[src/rtl/seg7_pkg.sv]
// Shared seven-segment definitions: segment bit order, digit patterns and BCD codes.
// Used by both the BCD->7-seg decoder and the scan reader.
package seg7_pkg;

    typedef logic [6:0] seg_t;
    typedef logic [3:0] bcd_t;

    // Segment bit positions inside a seg_t; active-high, a is the MSB.
    localparam int SEG_BIT_A = 6;
    localparam int SEG_BIT_B = 5;
    localparam int SEG_BIT_C = 4;
    localparam int SEG_BIT_D = 3;
    localparam int SEG_BIT_E = 2;
    localparam int SEG_BIT_F = 1;
    localparam int SEG_BIT_G = 0;

    localparam seg_t SEG_0 = 7'b1111110;
    localparam seg_t SEG_1 = 7'b0110000;
    localparam seg_t SEG_2 = 7'b1101101;
    localparam seg_t SEG_3 = 7'b1111001;
    localparam seg_t SEG_4 = 7'b0110011;
    localparam seg_t SEG_5 = 7'b1011011;
    localparam seg_t SEG_6 = 7'b1011111;
    localparam seg_t SEG_7 = 7'b1110000;
    localparam seg_t SEG_8 = 7'b1111111;
    localparam seg_t SEG_9 = 7'b1111011;

    localparam bcd_t BCD_ILLEGAL = 4'hF;

    // Digit selects are at most 8 wide; callers zero-extend into this.
    function automatic logic is_onehot8(input logic [7:0] v);
        return (v != 8'd0) && ((v & (v - 8'd1)) == 8'd0);
    endfunction

endpackage

[src/rtl/seg7_bcd_encoder.sv]
// Combinational 7-segment pattern to BCD encoder; unknown patterns map to BCD_ILLEGAL.
module seg7_bcd_encoder
    import seg7_pkg::*;
(
    input  seg_t seg,
    output bcd_t code,
    output logic legal
);

    always_comb begin
        case (seg)
            SEG_0:   code = 4'd0;
            SEG_1:   code = 4'd1;
            SEG_2:   code = 4'd2;
            SEG_3:   code = 4'd3;
            SEG_4:   code = 4'd4;
            SEG_5:   code = 4'd5;
            SEG_6:   code = 4'd6;
            SEG_7:   code = 4'd7;
            SEG_8:   code = 4'd8;
            SEG_9:   code = 4'd9;
            default: code = BCD_ILLEGAL;
        endcase
    end

    assign legal = (code != BCD_ILLEGAL);

endmodule

[src/rtl/seg7_scan_reader.sv]
// Reads back a multiplexed 7-segment bus, debounces each digit and reports BCD plus an all-equal flag.
// Optional SEG7_INPUT_SYNC_EN adds a two-flop synchronizer on the sampled inputs.
module seg7_scan_reader
    import seg7_pkg::*;
#(
    parameter int NUM_DIGITS   = 3,
    parameter int STABLE_COUNT = 2
) (
    input  logic                    clk,
    input  logic                    rst_n,
    input  logic                    sample_valid,
    input  logic [6:0]              seg_in,
    input  logic [NUM_DIGITS-1:0]   dig_sel,
    output logic [4*NUM_DIGITS-1:0] bcd_out,
    output logic [NUM_DIGITS-1:0]   digit_valid,
    output logic                    update,
    output logic                    all_match,
    output logic                    sel_err
);

    localparam int             CW      = $clog2(STABLE_COUNT + 1);
    localparam logic [CW-1:0]  CNT_MAX = CW'(STABLE_COUNT);

    logic                  s_valid;
    seg_t                  s_seg;
    logic [NUM_DIGITS-1:0] s_sel;

`ifdef SEG7_INPUT_SYNC_EN
    logic [1:0]            valid_sync;
    seg_t                  seg_sync [2];
    logic [NUM_DIGITS-1:0] sel_sync [2];

    // NOTE: sequential state uses non-blocking assignments so every flop samples pre-edge values.
    always_ff @(posedge clk or negedge rst_n) begin
        if (!rst_n) begin
            valid_sync  <= '0;
            seg_sync[0] <= '0;
            seg_sync[1] <= '0;
            sel_sync[0] <= '0;
            sel_sync[1] <= '0;
        end else begin
            valid_sync  <= {valid_sync[0], sample_valid};
            seg_sync[0] <= seg_in;
            seg_sync[1] <= seg_sync[0];
            sel_sync[0] <= dig_sel;
            sel_sync[1] <= sel_sync[0];
        end
    end

    assign s_valid = valid_sync[1];
    assign s_seg   = seg_sync[1];
    assign s_sel   = sel_sync[1];
`else
    assign s_valid = sample_valid;
    assign s_seg   = seg_in;
    assign s_sel   = dig_sel;
`endif

    logic sel_onehot;
    logic accept;
    bcd_t code;
    logic legal;

    assign sel_onehot = is_onehot8(8'(s_sel));
    assign accept     = s_valid && sel_onehot;

    seg7_bcd_encoder u_encoder (
        .seg   (s_seg),
        .code  (code),
        .legal (legal)
    );

    logic [NUM_DIGITS-1:0]   commit;
    logic [NUM_DIGITS-1:0]   valid_nxt;
    logic [4*NUM_DIGITS-1:0] bcd_nxt;

    for (genvar i = 0; i < NUM_DIGITS; i++) begin : g_digit
        bcd_t          cand_q, cand_d;
        bcd_t          bcd_q,  bcd_d;
        logic [CW-1:0] cnt_q,  cnt_d;
        logic          valid_q, valid_d;
        logic          commit_d;

        // NOTE: every combinational output gets a default first so no latch is inferred.
        always_comb begin
            cand_d   = cand_q;
            cnt_d    = cnt_q;
            bcd_d    = bcd_q;
            valid_d  = valid_q;
            commit_d = 1'b0;
            if (accept && s_sel[i]) begin
                if (code == cand_q) begin
                    if (cnt_q != CNT_MAX)
                        cnt_d = cnt_q + 1'b1;
                end else begin
                    cand_d = code;
                    cnt_d  = CW'(1);
                end
                // Re-committing the value already shown is suppressed so update stays quiet.
                if (cnt_d == CNT_MAX && (code != bcd_q || valid_q != legal)) begin
                    bcd_d    = code;
                    valid_d  = legal;
                    commit_d = 1'b1;
                end
            end
        end

        always_ff @(posedge clk or negedge rst_n) begin
            if (!rst_n) begin
                cand_q  <= BCD_ILLEGAL;
                cnt_q   <= '0;
                bcd_q   <= BCD_ILLEGAL;
                valid_q <= 1'b0;
            end else begin
                cand_q  <= cand_d;
                cnt_q   <= cnt_d;
                bcd_q   <= bcd_d;
                valid_q <= valid_d;
            end
        end

        assign bcd_out[4*i +: 4] = bcd_q;
        assign digit_valid[i]    = valid_q;
        assign commit[i]         = commit_d;
        assign bcd_nxt[4*i +: 4] = bcd_d;
        assign valid_nxt[i]      = valid_d;
    end

    // Match is judged on the values being committed this edge, so it lines up with bcd_out.
    logic match_d;
    always_comb begin
        match_d = &valid_nxt;
        for (int i = 1; i < NUM_DIGITS; i++) begin
            if (bcd_nxt[4*i +: 4] != bcd_nxt[3:0])
                match_d = 1'b0;
        end
    end

    always_ff @(posedge clk or negedge rst_n) begin
        if (!rst_n) begin
            update    <= 1'b0;
            all_match <= 1'b0;
            sel_err   <= 1'b0;
        end else begin
            update    <= |commit;
            all_match <= match_d;
            sel_err   <= s_valid && !sel_onehot;
        end
    end

endmodule

[config.mk]
export PLATFORM = sky130hd
export DESIGN_NAME = seg7_scan_reader
export DESIGN_NICKNAME = d
export VERILOG_FILES = /design/src/rtl/seg7_pkg.sv /design/src/rtl/seg7_bcd_encoder.sv /design/src/rtl/seg7_scan_reader.sv
export SDC_FILE = /design/constraint.sdc
export NUM_CORES = 1
export LEC_CHECK = 0
export ABC_CLOCK_PERIOD_IN_PS = 6500
export BUFFER_PORTS_ARGS = -buffer_cell sky130_fd_sc_hd__buf_2
export CAP_MARGIN = 20
export CORE_ASPECT_RATIO = 0.8
export CORE_UTILIZATION = 40
export CTS_CLUSTER_DIAMETER = 40
export DETAILED_ROUTE_END_ITERATION = 16
export REMOVE_ABC_BUFFERS = 1
export SYNTH_ARGS = -nofsm -noshare
export SYNTH_HDL_FRONTEND = slang
export SYNTH_SLANG_ARGS = --single-unit
[constraint.sdc]
create_clock -name clk -period 6.5 [get_ports clk]
set_clock_uncertainty 0.15 [all_clocks]
set_input_delay 0.65 -clock clk [delete_from_list [all_inputs] [get_ports clk]]
set_output_delay 0.65 -clock clk [all_outputs]
set_load 0.1 [all_outputs]
==> flow_summary.json <==
{
  "ctsRootBufferMaster": "clkbuf_8",
  "worst_slack_ns": 2.27,
  "async_flop_share": 1.00,
  "die_w_um": 89.2,
  "grt_overflow": 0,
  "reg2reg_depth": 8,
  "drcViolationCount": 0,
  "syn_to_final_growth_pct": 11.1,
  "cts_setup_buffers": 0,
  "r2r_start": "g_digit[2].cand_q[3]",
  "dp.cells": 331,
  "h-tree-depth": 2,
  "grt_pass1_wl_um": 8890,
  "hold_ws_ns": 0.290,
  "ys_warn_count": 0,
  "nets": 273,
  "clk_latency_ns": 0.30,
  "finalCritPeriodShare": 0.651,
  "drt-initial-drc-count": 118,
  "rr_endpoint": "all_match",
  "fin_cells": 339,
  "slew_violations": 0,
  "syn_inst": 229,
  "hold_path.class": "in -> async",
  "grt_max_degree": 37,
  "grt_pass1_vias": 1788,
  "max_slew_margin": 0.348,
  "wl_um": 5130,
  "holdBufCountCts": 0,
  "drt-wirelength-per-cell_um": 15.1,
  "routed-via-count": 1804,
  "fp.dieH_um": 71.8,
  "critPathArrivalTime_ns": 4.27,
  "numCtsBuffers": 5,
  "synth_seq_cells": 36,
  "syn-cell-area_mm2": 0.00243,
  "hold_viol": 0,
  "setup_viol_count_final": 0,
  "cts_resized": 0,
  "rrSetupSlack_ns": 3.48,
  "ir_drop_v": 0.000241,
  "antenna_found_initial": 0,
  "status": "completed",
  "critPathCaptureType": "register",
  "core_mm2": 0.00588,
  "ios": 31,
  "rsz0062_at_grt": "false",
  "cts.clk_slew.worst_paths_ns": 0.07,
  "worst-path-buf-inv": 1,
  "cp_slowest_stage_delay_ns": 0.47,
  "critPathKind": "in -> reg",
  "cp_cell_sequence": "buf_2 -> or3b_4 -> a2111oi_4 -> nor2_2 -> a21oi_4 -> mux2i_1 -> nand4bb_1 -> nor2b_1 -> mux2_2 -> or3_4 -> a2111oi_2",
  "crit_family": "simple AND/OR/NAND/NOR gates",
  "crit_path_top_delay_cell": "a2111oi_4",
  "final_layout_size_suffix_gt1_frac": 0.376,
  "diodes": 0,
  "cts_tree": "done",
  "pre_cts_ws_ns": 1.99,
  "vias_per_cell": 5.32,
  "tightest_slew_ns": 0.971,
  "synth_seq_area_share": 0.382,
  "clock.fmax_mhz": 236,
  "place.gp.congestion": 0.809,
  "dpl.hpwl_um": 3810,
  "synth_edf_count": 0,
  "period_minus_slack_ns": 4.23,
  "ant_nets": 0,
  "ys.flop_type": "dfstp_2",
  "startpoint_type": "primary input",
  "portBuffers": 30,
  "syn-mean-instance-area_um2": 10.6,
  "nFillCells": 603,
  "clockBufferDepth": 2,
  "grtUsageTotal": 0.184,
  "power_density_mw_per_mm2": 347,
  "dr.pass1.iters": 4,
  "cp_data_required_time_ns": 6.54,
  "row_count": 25,
  "start_util": 0.414,
  "p_total_mw": 0.938,
  "cts_sinks": 36,
  "die_area_mm2": 0.00640,
  "fin_tns_setup_ns": 0,
  "path_max_fanout": 11,
  "synth_cell_type_count": 62,
  "leakage_nw": 1.14,
  "cap_viol_max_count": 0
}
layout make-up:
class	count	area, µm²	area share
multi-input cells	171	1380	0.510
flip-flops and latches	36	931	0.344
repair buffers	30	150	0.0555
well taps	81	101	0.0375
clock buffers	7	86.3	0.0319
inverters	13	48.8	0.0180
clock inverters	1	7.51	0.00278
placed cells by master, fill, tap and decap left out, drive strengths merged, types with 8 or more instances in the layout:
master / synthesis / final
dfrtp: 12 / 12
dfstp: 24 / 24
nand2: 22 / 22
buf: 7 / 30
mux2: 13 / 13
nor2: 10 / 10
xor2: 8 / 8
o21ai: 15 / 15
inv: 13 / 13
xnor2: 11 / 11
registers in the layout (all words and copies together) (netlist names):
signal           count
update               1
g_digit.valid_q      3
g_digit.cnt_q        6
g_digit.cand_q      12
g_digit.bcd_q       12
sel_err              1
all_match            1
per-stage QoR:
| stage | utilization | cell area (µm²) |
|---|---|---|
| after global placement | 0.444 | 2610 |
| final | 0.460 | 2710 |
| after floorplan | - | 2360 |
| after CTS | 0.460 | 2710 |
| after global routing | 0.460 | 2710 |
| after detailed placement | 0.444 | 2610 |
worst reg2reg max path: cells and delay by family, from the launching register on:
kind | cells | cell delay, ns
DFF | 1 | 0.56
muxes | 1 | 0.35
and+or+nand+nor | 2 | 0.96
AOI/OAI and AO/OA | 4 | 0.82
xor gates and xnor gates | 1 | 0.08
per-layer routing:
layer	up-vias	track usage	routed length (µm)
li1	889	-	-
met1	870	0.267	2610
met2	37	0.273	2210
met3	8	0.0369	239
met4	0	0.0617	69
met5	-	0	0
kinds of logic (layout without fill, tap and decap cells):
family / after synthesis / in the layout / synth area share
buffers and inverters: 22 / 51 / 0.0509
DFF: 36 / 36 / 0.382
adders and majority gates: 3 / 3 / 0.0154
muxes: 21 / 21 / 0.112
and+or+nand+nor: 82 / 82 / 0.210
xor gates and xnor gates: 19 / 19 / 0.0683
AOI/OAI and AO/OA: 46 / 46 / 0.161
power by group:
group / switching, mW / total [mW] / internal (mW)
Sequential: 0.0479 / 0.350 / 0.302
Combinational: 0.308 / 0.420 / 0.113
Clock: 0.0807 / 0.167 / 0.0861
synth_stat cells, types with 3 or more instances:
| cell | n | area, µm² |
|---|---|---|
| o21ai_0 | 15 | 75.1 |
| buf_6 | 4 | 45.0 |
| mux2i_1 | 5 | 50.1 |
| nand2b_1 | 3 | 18.8 |
| nand2_1 | 21 | 78.8 |
| o22ai_1 | 4 | 25.0 |
| xnor2_1 | 11 | 96.3 |
| nand3b_1 | 5 | 37.5 |
| mux2_2 | 10 | 113 |
| nor3_1 | 3 | 15.0 |
| buf_4 | 3 | 22.5 |
| xor2_1 | 8 | 70.1 |
| ha_1 | 3 | 37.5 |
| inv_1 | 13 | 48.8 |
| nor2_1 | 9 | 33.8 |
| nor2b_1 | 3 | 18.8 |
| nand3_1 | 7 | 35.0 |
| nor4_1 | 3 | 18.8 |
| nand4_1 | 6 | 37.5 |
| dfstp_2 | 24 | 631 |
| a21oi_1 | 5 | 25.0 |
| dfrtp_1 | 12 | 300 |
worst max path at each step:
stage	startpoint	slack, ns	cells past startpoint	endpoint
after CTS	seg_in[5]	2.30	11	all_match
after global routing	seg_in[5]	2.01	11	all_match
after global placement	seg_in[5]	2.06	11	all_match
after floorplan	seg_in[6]	2.57	10	all_match
after detailed placement	seg_in[5]	1.99	11	all_match
final	seg_in[5]	2.27	11	all_match
Power figures use the tool's default switching activity.
